$ cat config.mk
export PLATFORM = sky130hd
export DESIGN_NAME = vdp_port_ctrl
export DESIGN_NICKNAME = d
export VERILOG_FILES = /design/src/rtl/vdp_port_ctrl.sv
export SDC_FILE = /design/constraint.sdc
export NUM_CORES = 1
export LEC_CHECK = 0
export CAP_MARGIN = 20
export CORE_ASPECT_RATIO = 1.5
export CORE_UTILIZATION = 51
export DETAILED_ROUTE_END_ITERATION = 12
export GPL_TIMING_DRIVEN = 1
export PLACE_DENSITY = 0.87
export SLEW_MARGIN = 20
export SYNTH_ARGS = -nofsm -noshare
export SYNTH_HDL_FRONTEND = slang
export SYNTH_SLANG_ARGS = --single-unit
$ cat constraint.sdc
create_clock -name clk -period 3.35 [get_ports clk]
set_input_delay 0.8375 -clock clk [delete_from_list [all_inputs] [get_ports clk]]
set_output_delay 0.8375 -clock clk [all_outputs]
set_load 0.05 [all_outputs]
$ cat src/rtl/vdp_port_ctrl.sv
// Z80-side VDP port controller: control-word assembly, register file, read-ahead buffer, status/IRQ.
// Accesses arriving while a VRAM/CRAM request is outstanding wait in a one-entry slot; WAIT_L stretches the CPU.
module vdp_port_ctrl #(
  parameter int         ADDR_W    = 14,
  parameter int         CRAM_AW   = 5,
  parameter int         NUM_REGS  = 11,
  parameter logic [7:0] DATA_PORT = 8'hBE,
  parameter logic [7:0] CTRL_PORT = 8'hBF,
  parameter logic [7:0] PORT_MASK = 8'hFF
) (
  input  logic                  clk,
  input  logic                  reset_L,
  input  logic [7:0]            addr_in,
  input  logic [7:0]            data_in,
  input  logic                  IORQ_L,
  input  logic                  RD_L,
  input  logic                  WR_L,
  output logic [7:0]            data_out,
  output logic                  data_oe,
  output logic                  WAIT_L,
  output logic                  mem_req,
  output logic                  mem_we,
  output logic                  mem_cram,
  output logic [ADDR_W-1:0]     mem_addr,
  output logic [7:0]            mem_wdata,
  input  logic [7:0]            mem_rdata,
  input  logic                  mem_ack,
  input  logic [2:0]            status_set,
  output logic [8*NUM_REGS-1:0] regs,
  output logic                  irq_L
);

  localparam logic [0:0]        S_IDLE    = 1'b0;
  localparam logic [0:0]        S_REQ     = 1'b1;
  localparam logic [ADDR_W-1:0] CRAM_MASK = ADDR_W'((1 << CRAM_AW) - 1);

  logic                  rd_act, wr_act, rd_act_q, wr_act_q, rd_ev, wr_ev;
  logic                  sel_data, sel_ctrl, bus_ev, bus_ctrl;
  logic [0:0]            state_q;
  logic                  idle, use_pend, stash, exec_vld, exec_ctrl, exec_wr;
  logic [7:0]            exec_dat;
  logic                  pend_vld_q, pend_ctrl_q, pend_wr_q;
  logic [7:0]            pend_dat_q;
  logic [ADDR_W-1:0]     addr_q, new_addr, iss_addr;
  logic [1:0]            code_q;
  logic [7:0]            latch_q, buf_q;
  logic [2:0]            status_q;
  logic                  flag_q;
  logic [8*NUM_REGS-1:0] regs_q;
  logic                  ctrl_wr2, reg_we, issue, iss_we, iss_cram;
  logic [3:0]            reg_idx;
  logic                  mem_we_q, mem_cram_q;
  logic [ADDR_W-1:0]     mem_addr_q;
  logic [7:0]            mem_wdata_q, data_out_q;
  logic                  data_oe_q;

  // A cycle counts as one access on the rising edge of (IORQ and strobe both active).
  assign rd_act   = ~IORQ_L & ~RD_L;
  assign wr_act   = ~IORQ_L & ~WR_L;
  assign rd_ev    = rd_act & ~rd_act_q;
  assign wr_ev    = wr_act & ~wr_act_q;
  assign sel_data = ((addr_in ^ DATA_PORT) & PORT_MASK) == 8'h00;
  assign sel_ctrl = ((addr_in ^ CTRL_PORT) & PORT_MASK) == 8'h00;
  assign bus_ev   = (rd_ev | wr_ev) & (sel_data | sel_ctrl);
  assign bus_ctrl = ~sel_data;

  // The pending slot always runs before a fresh bus access; a fresh one then takes the slot.
  assign idle      = (state_q == S_IDLE);
  assign use_pend  = idle & pend_vld_q;
  assign stash     = bus_ev & (use_pend | (~idle & ~pend_vld_q));
  assign exec_vld  = idle & (pend_vld_q | bus_ev);
  assign exec_ctrl = use_pend ? pend_ctrl_q : bus_ctrl;
  assign exec_wr   = use_pend ? pend_wr_q   : wr_ev;
  assign exec_dat  = use_pend ? pend_dat_q  : data_in;

  assign ctrl_wr2 = exec_vld & exec_ctrl & exec_wr & flag_q;
  assign new_addr = ADDR_W'({exec_dat[5:0], latch_q});
  assign reg_idx  = exec_dat[3:0];
  assign reg_we   = ctrl_wr2 & (exec_dat[7:6] == 2'd2) & (32'(reg_idx) < NUM_REGS);

  assign iss_we   = exec_wr & ~exec_ctrl;
  assign iss_cram = iss_we & (code_q == 2'd3);
  assign issue    = (exec_vld & ~exec_ctrl) | (ctrl_wr2 & (exec_dat[7:6] == 2'd0));
  assign iss_addr = exec_ctrl ? new_addr : (iss_cram ? (addr_q & CRAM_MASK) : addr_q);

  always_ff @(posedge clk or negedge reset_L) begin
    if (!reset_L) begin
      rd_act_q   <= 1'b0;
      wr_act_q   <= 1'b0;
      data_oe_q  <= 1'b0;
      data_out_q <= 8'h00;
    end else begin
      rd_act_q <= rd_act;
      wr_act_q <= wr_act;
      if (rd_ev && (sel_data || sel_ctrl)) data_oe_q <= 1'b1;
      else if (!rd_act)                    data_oe_q <= 1'b0;
      if (exec_vld && !exec_wr) data_out_q <= exec_ctrl ? {status_q, 5'b0} : buf_q;
    end
  end

  always_ff @(posedge clk or negedge reset_L) begin
    if (!reset_L) begin
      pend_vld_q  <= 1'b0;
      pend_ctrl_q <= 1'b0;
      pend_wr_q   <= 1'b0;
      pend_dat_q  <= 8'h00;
    end else begin
      if (use_pend)   pend_vld_q <= stash;
      else if (stash) pend_vld_q <= 1'b1;
      if (stash) begin
        pend_ctrl_q <= bus_ctrl;
        pend_wr_q   <= wr_ev;
        pend_dat_q  <= data_in;
      end
    end
  end

  always_ff @(posedge clk or negedge reset_L) begin
    if (!reset_L) begin
      state_q     <= S_IDLE;
      mem_we_q    <= 1'b0;
      mem_cram_q  <= 1'b0;
      mem_addr_q  <= '0;
      mem_wdata_q <= 8'h00;
      addr_q      <= '0;
      buf_q       <= 8'h00;
    end else if (idle) begin
      if (issue) begin
        state_q     <= S_REQ;
        mem_we_q    <= iss_we;
        mem_cram_q  <= iss_cram;
        mem_addr_q  <= iss_addr;
        mem_wdata_q <= exec_dat;
      end
      if (ctrl_wr2)            addr_q <= new_addr;
      if (exec_vld && iss_we)  buf_q  <= exec_dat;
    end else if (mem_ack) begin
      state_q <= S_IDLE;
      addr_q  <= addr_q + ADDR_W'(1);
      if (!mem_we_q) buf_q <= mem_rdata;
    end
  end

  always_ff @(posedge clk or negedge reset_L) begin
    if (!reset_L) begin
      latch_q  <= 8'h00;
      flag_q   <= 1'b0;
      code_q   <= 2'd0;
      regs_q   <= '0;
      status_q <= 3'b000;
    end else begin
      if (exec_vld && exec_ctrl && exec_wr && !flag_q) begin
        latch_q <= exec_dat;
        flag_q  <= 1'b1;
      end else if (exec_vld) begin
        flag_q <= 1'b0;
      end
      if (ctrl_wr2) code_q <= exec_dat[7:6];
      for (int i = 0; i < NUM_REGS; i++)
        if (reg_we && reg_idx == 4'(i)) regs_q[8*i +: 8] <= latch_q;
      // A set pulse coinciding with the status read survives the clear.
      if (exec_vld && exec_ctrl && !exec_wr) status_q <= status_set;
      else                                   status_q <= status_q | status_set;
    end
  end

  assign data_out  = data_out_q;
  assign data_oe   = data_oe_q;
  assign mem_req   = (state_q == S_REQ);
  assign WAIT_L    = ~mem_req;
  assign mem_we    = mem_we_q;
  assign mem_cram  = mem_cram_q;
  assign mem_addr  = mem_addr_q;
  assign mem_wdata = mem_wdata_q;
  assign regs      = regs_q;
  assign irq_L     = ~(status_q[2] & regs_q[13]);

endmodule
==> results.yml, run 1 <==
run_status:
  status: "finished, final reports clean"
yosys:
  ys_ff_latch: 171
  synth_cell_types: 50
  syn_inst: 596
  synthArstFlopShare_pct: 100
  synth_common_cells: "171 x dfrtp_1, 124 x mux2_2, 60 x nand2_1"
  synthMostInstantiatedCell: "dfrtp_1"
  yosys.area.top_type_share_pct: 56.4
  yosysTopAreaCell: "dfrtp_1"
  syn_nets: 631
  synth_seq_area_share_pct: 56.4
  synthTopCellsByArea: "dfrtp_1 56%, mux2_2 18%, nand2_1 3.0%, nor3_4 2.1%, o21ai_0 2.0%"
  ys_warn_count: 0
  netlist_area_um2: 7580
  syn_area_per_cell_um2: 12.7
  synthFlopType: "dfrtp_1"
  synth_edf_count: 0
sta:
  max_freq_mhz: 330
  hold_slack_ns: 0.432
  hold_violations: 0
  rsz0062_at_grt: "false"
  max_slew_margin_pct: 51.6
  fin_skew_ns: 0.0114
  setup_viol: 0
  finalCritPeriodShare_pct: 90.5
  min_period_ns: 3.03
  worst_slew_pin_slew_ns: 0.725
  maxSlewViolCount: 0
layout:
  fillers: 1002
  postLayoutCellArea_um2: 10200
  drive_gt1_share_pct: 27.7
  nets: 805
  stdcell_count: 978
  area_growth_pct: 34.0
  n_antenna_cell: 0
worst_setup_path:
  critPathKind: "reg -> reg"
  cp_slowest_cell: "or4_4"
  worstPathMaxFanout: 19
  cp-end-kind: "flop"
  cp_cell_sequence: "clkinvlp_4, ha_4, or4_4, a21oi_4, nand4_4, buf_12, nor3_4, mux2_2"
  cp.buffers_inverters: 2
  cp.arrival_ns: 3.34
  cp.required_ns: 3.66
  r2r_slack_ns: 0.32
  critical_path.top_delay_family: "simple AND/OR/NAND/NOR gates"
  crit_start: "mem_req"
  startpoint_type: "flop"
  r2r_start: "mem_req"
  cpPeakStageDelay_ns: 0.55
floorplan:
  rows: 54
  io_pins: 157
  die_y_um: 151
  start_util_pct: 52.2
  die_w_um: 102
  core-area_um2: 14500
  dieArea_um2: 15400
routing:
  routedWlPerCell_um: 20.8
  finalWirelength_um: 20300
  drc_errors: 0
  ant_nets: 0
  viasPerCell: 5.75
  first_pass_iters: 5
  via_count: 5625
  drtIter0Drc: 301
placed_design:
  io_buffers: 156
  placed_cells: 947
  place_area_um2: 9630
  dpl.hpwl_um: 14600
  place_congestion: 0.874
pwr:
  leakage_nw: 4.78
  total_power_mw: 4.23
  power_density_nw_per_um2: 416
  peakVddDrop_v: 0.000331
clock_network:
  post_cts_buffers: 0
  clock-sinks: 171
  ctsHoldBuffers: 0
  clk_pin_slew_worst_paths_ns: 0.07
  clk_latency_ns: 0.42
  cts-resized-gates: 0
  h-tree-depth: 4
  cts_buffer_depth: 2
  clockRootBuffer: "clkbuf_16"
  numCtsBuffers: 17
  cts_tree: "done"
global_route:
  grt.overflow.total: 0
  antenna_found_initial: 0
  grt_pass1_wl_um: 31400
  grt_pass1_vias: 5820
  grtUsageTotal_pct: 27.6
  grt_max_degree: 78
worst_hold_path:
  worstHoldPathType: "in -> async"
run:
  maxCapViolCount: 0
==> worst paths after layout <==
| kind | cells past startpoint | end |
|---|---|---|
| min | 1 | regs[79] |
| max in group asynchronous | 2 | mem_req |
| max reg2reg | 8 | regs[51] |
| min reg2reg | 1 | buf_q[4] |
| max | 8 | regs[51] |
| min in group clk | 1 | buf_q[4] |
==> registers in the layout (all words and copies together) (netlist names), 2 cells and up <==
register / cells
mem_wdata: 8
status_q: 3
addr_q: 14
pend_dat_q: 8
latch_q: 8
buf_q: 8
mem_addr: 14
regs: 88
data_out: 8
code_q: 2
==> per-stage QoR <==
stage	TNS (ns)	utilization, %	setup slack (ns)
floorplan	0	-	0.0249
global placement	0	66.3	0.0751
detailed placement	-0.290	66.3	-0.0334
CTS	0	70.0	0.331
global route	0	70.0	0.229
finish	0	70.0	0.320
==> power by group <==
group          switching [mW]  leakage [nW]  total [mW]  internal (mW)
Clock                   0.850         0.252        1.81          0.961
Sequential             0.0671          2.32        2.17           2.10
Combinational           0.156          2.20       0.252         0.0959
==> final cells by class <==
cell class / count / area [um2] / share of cell area, %
Sequential cell: 171 / 4280 / 42.1
Clock buffer: 18 / 429 / 4.22
Inverter: 12 / 48.8 / 0.480
Clock inverter: 13 / 108 / 1.06
Timing Repair Buffer: 187 / 1920 / 18.9
Tap cell: 196 / 245 / 2.41
Multi-Input combinational cell: 381 / 3130 / 30.8
==> placed cells by master, fill, tap and decap left out, drive strengths merged, types with 2 or more instances in the layout <==
| cell type | n |
|---|---|
| nor2 | 23 |
| a31oi | 2 |
| dfrtp | 171 |
| nor2b | 3 |
| clkinvlp | 5 |
| o22ai | 4 |
| inv | 17 |
| a211oi | 6 |
| mux2 | 132 |
| nand2 | 60 |
| a21o | 14 |
| nand3 | 14 |
| mux2i | 11 |
| o21a | 2 |
| ha | 2 |
| a22o | 8 |
| o21ai | 30 |
| nand4 | 5 |
| and4 | 6 |
| a41o | 2 |
| and3 | 8 |
| nor3 | 13 |
| a21oi | 11 |
| clkdlybuf4s50 | 155 |
| clkinv | 3 |
| o221a | 3 |
| clkbuf | 18 |
| o211ai | 2 |
| o221ai | 2 |
| a22oi | 2 |
| and4b | 2 |
| xnor2 | 2 |
| buf | 32 |
==> worst reg2reg max path: stages (launching register included) <==
cell and delay, ns:
dfrtp_2 0.38, clkinvlp_4 0.24, ha_4 0.34, or4_4 0.55
a21oi_4 0.24, nand4_4 0.15, buf_12 0.21, nor3_4 0.42
mux2_2 0.40
==> kinds of logic (layout without fill, tap and decap cells) <==
kind of cell | after synthesis | count (layout) | synth area share [%]
compound gates | 95 | 95 | 8.68
xor+xnor | 2 | 2 | 0.231
fa+ha+maj | 2 | 2 | 0.330
buf+inv | 44 | 230 | 2.44
flops | 171 | 171 | 56.4
mux | 143 | 143 | 21.5
simple gates | 139 | 139 | 10.4
==> routing by layer <==
layer / vias up / GRT usage, % / routed length (um)
met5: - / 0 / 0
met4: 0 / 16.2 / 1010
met3: 65 / 4.11 / 909
met2: 214 / 48.8 / 10800
met1: 2839 / 31.2 / 7580
li1: 2507 / - / -
Power figures use the tool's default switching activity.
==> inputs of run 2 (changes only) <==
--- a/config.mk
+++ b/config.mk
@@ -10,7 +10,9 @@
 export CORE_UTILIZATION = 51
 export DETAILED_ROUTE_END_ITERATION = 12
 export GPL_TIMING_DRIVEN = 1
+export MAX_ROUTING_LAYER = met4
 export PLACE_DENSITY = 0.87
+export REMOVE_ABC_BUFFERS = 1
 export SLEW_MARGIN = 20
 export SYNTH_ARGS = -nofsm -noshare
 export SYNTH_HDL_FRONTEND = slang
==> run 2 against run 1 <==
Against the previous run: via count grew 1.5%; critical path type is now in -> reg; hold slack got worse by 0.035 ns; critical path depth is 1 lower; clock power grew 9%; wire length is 1.9% higher; clock skew is 0.0039 ns higher; first-iteration DRC count up 10%; flip-flop and latch count is the same; design area shrank 0.86%; setup slack better by 0.13 ns; die area stayed put; fmax up 4.6%.
==> results.yml, run 2 (synthesis gave the netlist of run 1 again) <==
run_status:
  status: "finished, final reports clean"
placed_design:
  place_congestion: 0.853
  dpl.hpwl_um: 14500
  io_buffers: 156
worst_setup_path:
  cp.arrival_ns: 3.21
  critPathKind: "in -> reg"
  cp.required_ns: 3.67
  r2r_start: "mem_req"
  r2r_slack_ns: 0.63
  startpoint_type: "input pin"
  reg2regPathDepth: 7
  cp-end-kind: "flop"
  r2r_end: "regs[72]"
  worstPathMaxFanout: 11
floorplan:
  die_y_um: 151
  rows: 54
  core-area_um2: 14500
  die_w_um: 102
  dieArea_um2: 15400
  start_util_pct: 52.2
  io_pins: 157
routing:
  routedWlPerCell_um: 21.3
  met3_length_um: 940
  topRoutingLayerUsed: "met4"
  viasPerCell: 5.88
  drc_errors: 0
  finalWirelength_um: 20700
  via_count: 5711
  ant_nets: 0
  wl_met2_um: 11000
  wl_met1_um: 7660
  drtIter0Drc: 332
  first_pass_iters: 4
clock_network:
  numCtsBuffers: 17
  post_cts_buffers: 0
  clock-sinks: 171
  clk_pin_slew_worst_paths_ns: 0.06
  clk_latency_ns: 0.44
  cts_buffer_depth: 2
  ctsHoldBuffers: 0
  cts_tree: "done"
  h-tree-depth: 4
  cts-resized-gates: 0
  clockRootBuffer: "clkbuf_16"
sta:
  max_freq_mhz: 345
  max_slew_margin_pct: 47.9
  hold_violations: 0
  setup_viol: 0
  timing.setup.tns_ns: 0
  finalCritPeriodShare_pct: 86.5
  worst_slew_pin_slew_ns: 0.782
  rsz0062_at_grt: "false"
  min_period_ns: 2.90
  maxSlewViolCount: 0
  fin_skew_ns: 0.0153
pwr:
  leakage_nw: 4.76
  netSwitchingFraction_pct: 25.4
  p_int_mw: 3.27
  peakVddDrop_v: 0.000340
  pwr-share-comb_pct: 5.7
  power_frac_seq_pct: 49.5
  switchingPower_mw: 1.11
  total_power_mw: 4.38
  power_density_nw_per_um2: 435
  clkPwrFrac_pct: 44.9
layout:
  nets: 798
  drive_gt1_share_pct: 27.1
  n_antenna_cell: 0
  final_common_cell: "dfrtp_1"
  final_cell_mix: "171 x dfrtp_1, 155 x clkdlybuf4s50_1, 124 x mux2_2"
  largest_reg_flops: 88
  area_growth_pct: 32.9
  fin_util_pct: 69.4
global_route:
  grtUsageTotal_pct: 29.2
  grt_pass1_wl_um: 32000
  antenna_found_initial: 0
  grt_max_degree: 71
  grt.overflow.total: 0
  grt_pass1_vias: 5914
run:
  maxCapViolCount: 0
worst_hold_path:
  worstHoldPathType: "in -> async"
-- run 2: changes by cell type in the layout (fill, tap and decap cells not counted), sizes merged --
cell	delta
buf	-7
clkinv	-1
bufinv	+1
clkinvlp	-2
inv	+3
-- run 2: layer usage --
| metal | vias to the layer above | track usage, % |
|---|---|---|
| li1 | 2486 | - |
| met1 | 2909 | 31.7 |
| met2 | 242 | 49.5 |
| met3 | 74 | 5.40 |
| met4 | 0 | 17.0 |
| met5 | - | - |
-- run 2: layout make-up --
| type | count | area, um2 |
|---|---|---|
| fillers | 968 | 4450 |
| clock inverters | 14 | 153 |
| repair buffers | 180 | 1790 |
| flip-flops and latches | 171 | 4280 |
| multi-input cells | 381 | 3120 |
| clock buffers | 18 | 439 |
| inverters | 12 | 45.0 |
| well taps | 196 | 245 |
-- run 2: worst max-delay path by stage --
stage	start	to	slack, ns	cells after the start
floorplan	mem_req	mem_addr[0]	-1.33	7
global placement	WR_L	regs[25]	0.09	7
detailed placement	WR_L	regs[2]	0.04	7
CTS	WR_L	regs[51]	0.47	7
global route	WR_L	regs[52]	0.38	7
finish	WR_L	regs[51]	0.45	7
-- run 2: power groups by stage --
| stage | combinational, mW | sequential (mW) | clock, mW |
|---|---|---|---|
| final | 0.248 | 2.17 | 1.97 |
| after global routing | 0.270 | 2.17 | 2.07 |
| after CTS | 0.250 | 2.17 | 1.99 |
| after detailed placement | 0.248 | 2.21 | 0 |
| after global placement | 0.240 | 2.21 | 0 |
| after floorplan | 0.0770 | 2.21 | 0 |
-- run 2: critical path, cell delays in order --
cell and delay (ns):
clkdlybuf4s50_1 0.46, or4_4 0.54, a21oi_4 0.21, nand4_4 0.14
buf_12 0.20, nor3_4 0.42, mux2_2 0.39
-- run 2: through the flow --
step	instance area, um2	worst slack, ns	hold slack [ns]	cells
6_report	10100	0.452	0.398	972
4_1_cts	10100	0.467	0.421	972
2_1_floorplan	7440	-1.33	0.446	564
3_5_place_dp	9480	0.0357	0.468	940
5_1_grt	10100	0.384	0.444	972
3_3_place_gp	9480	0.0916	0.458	940
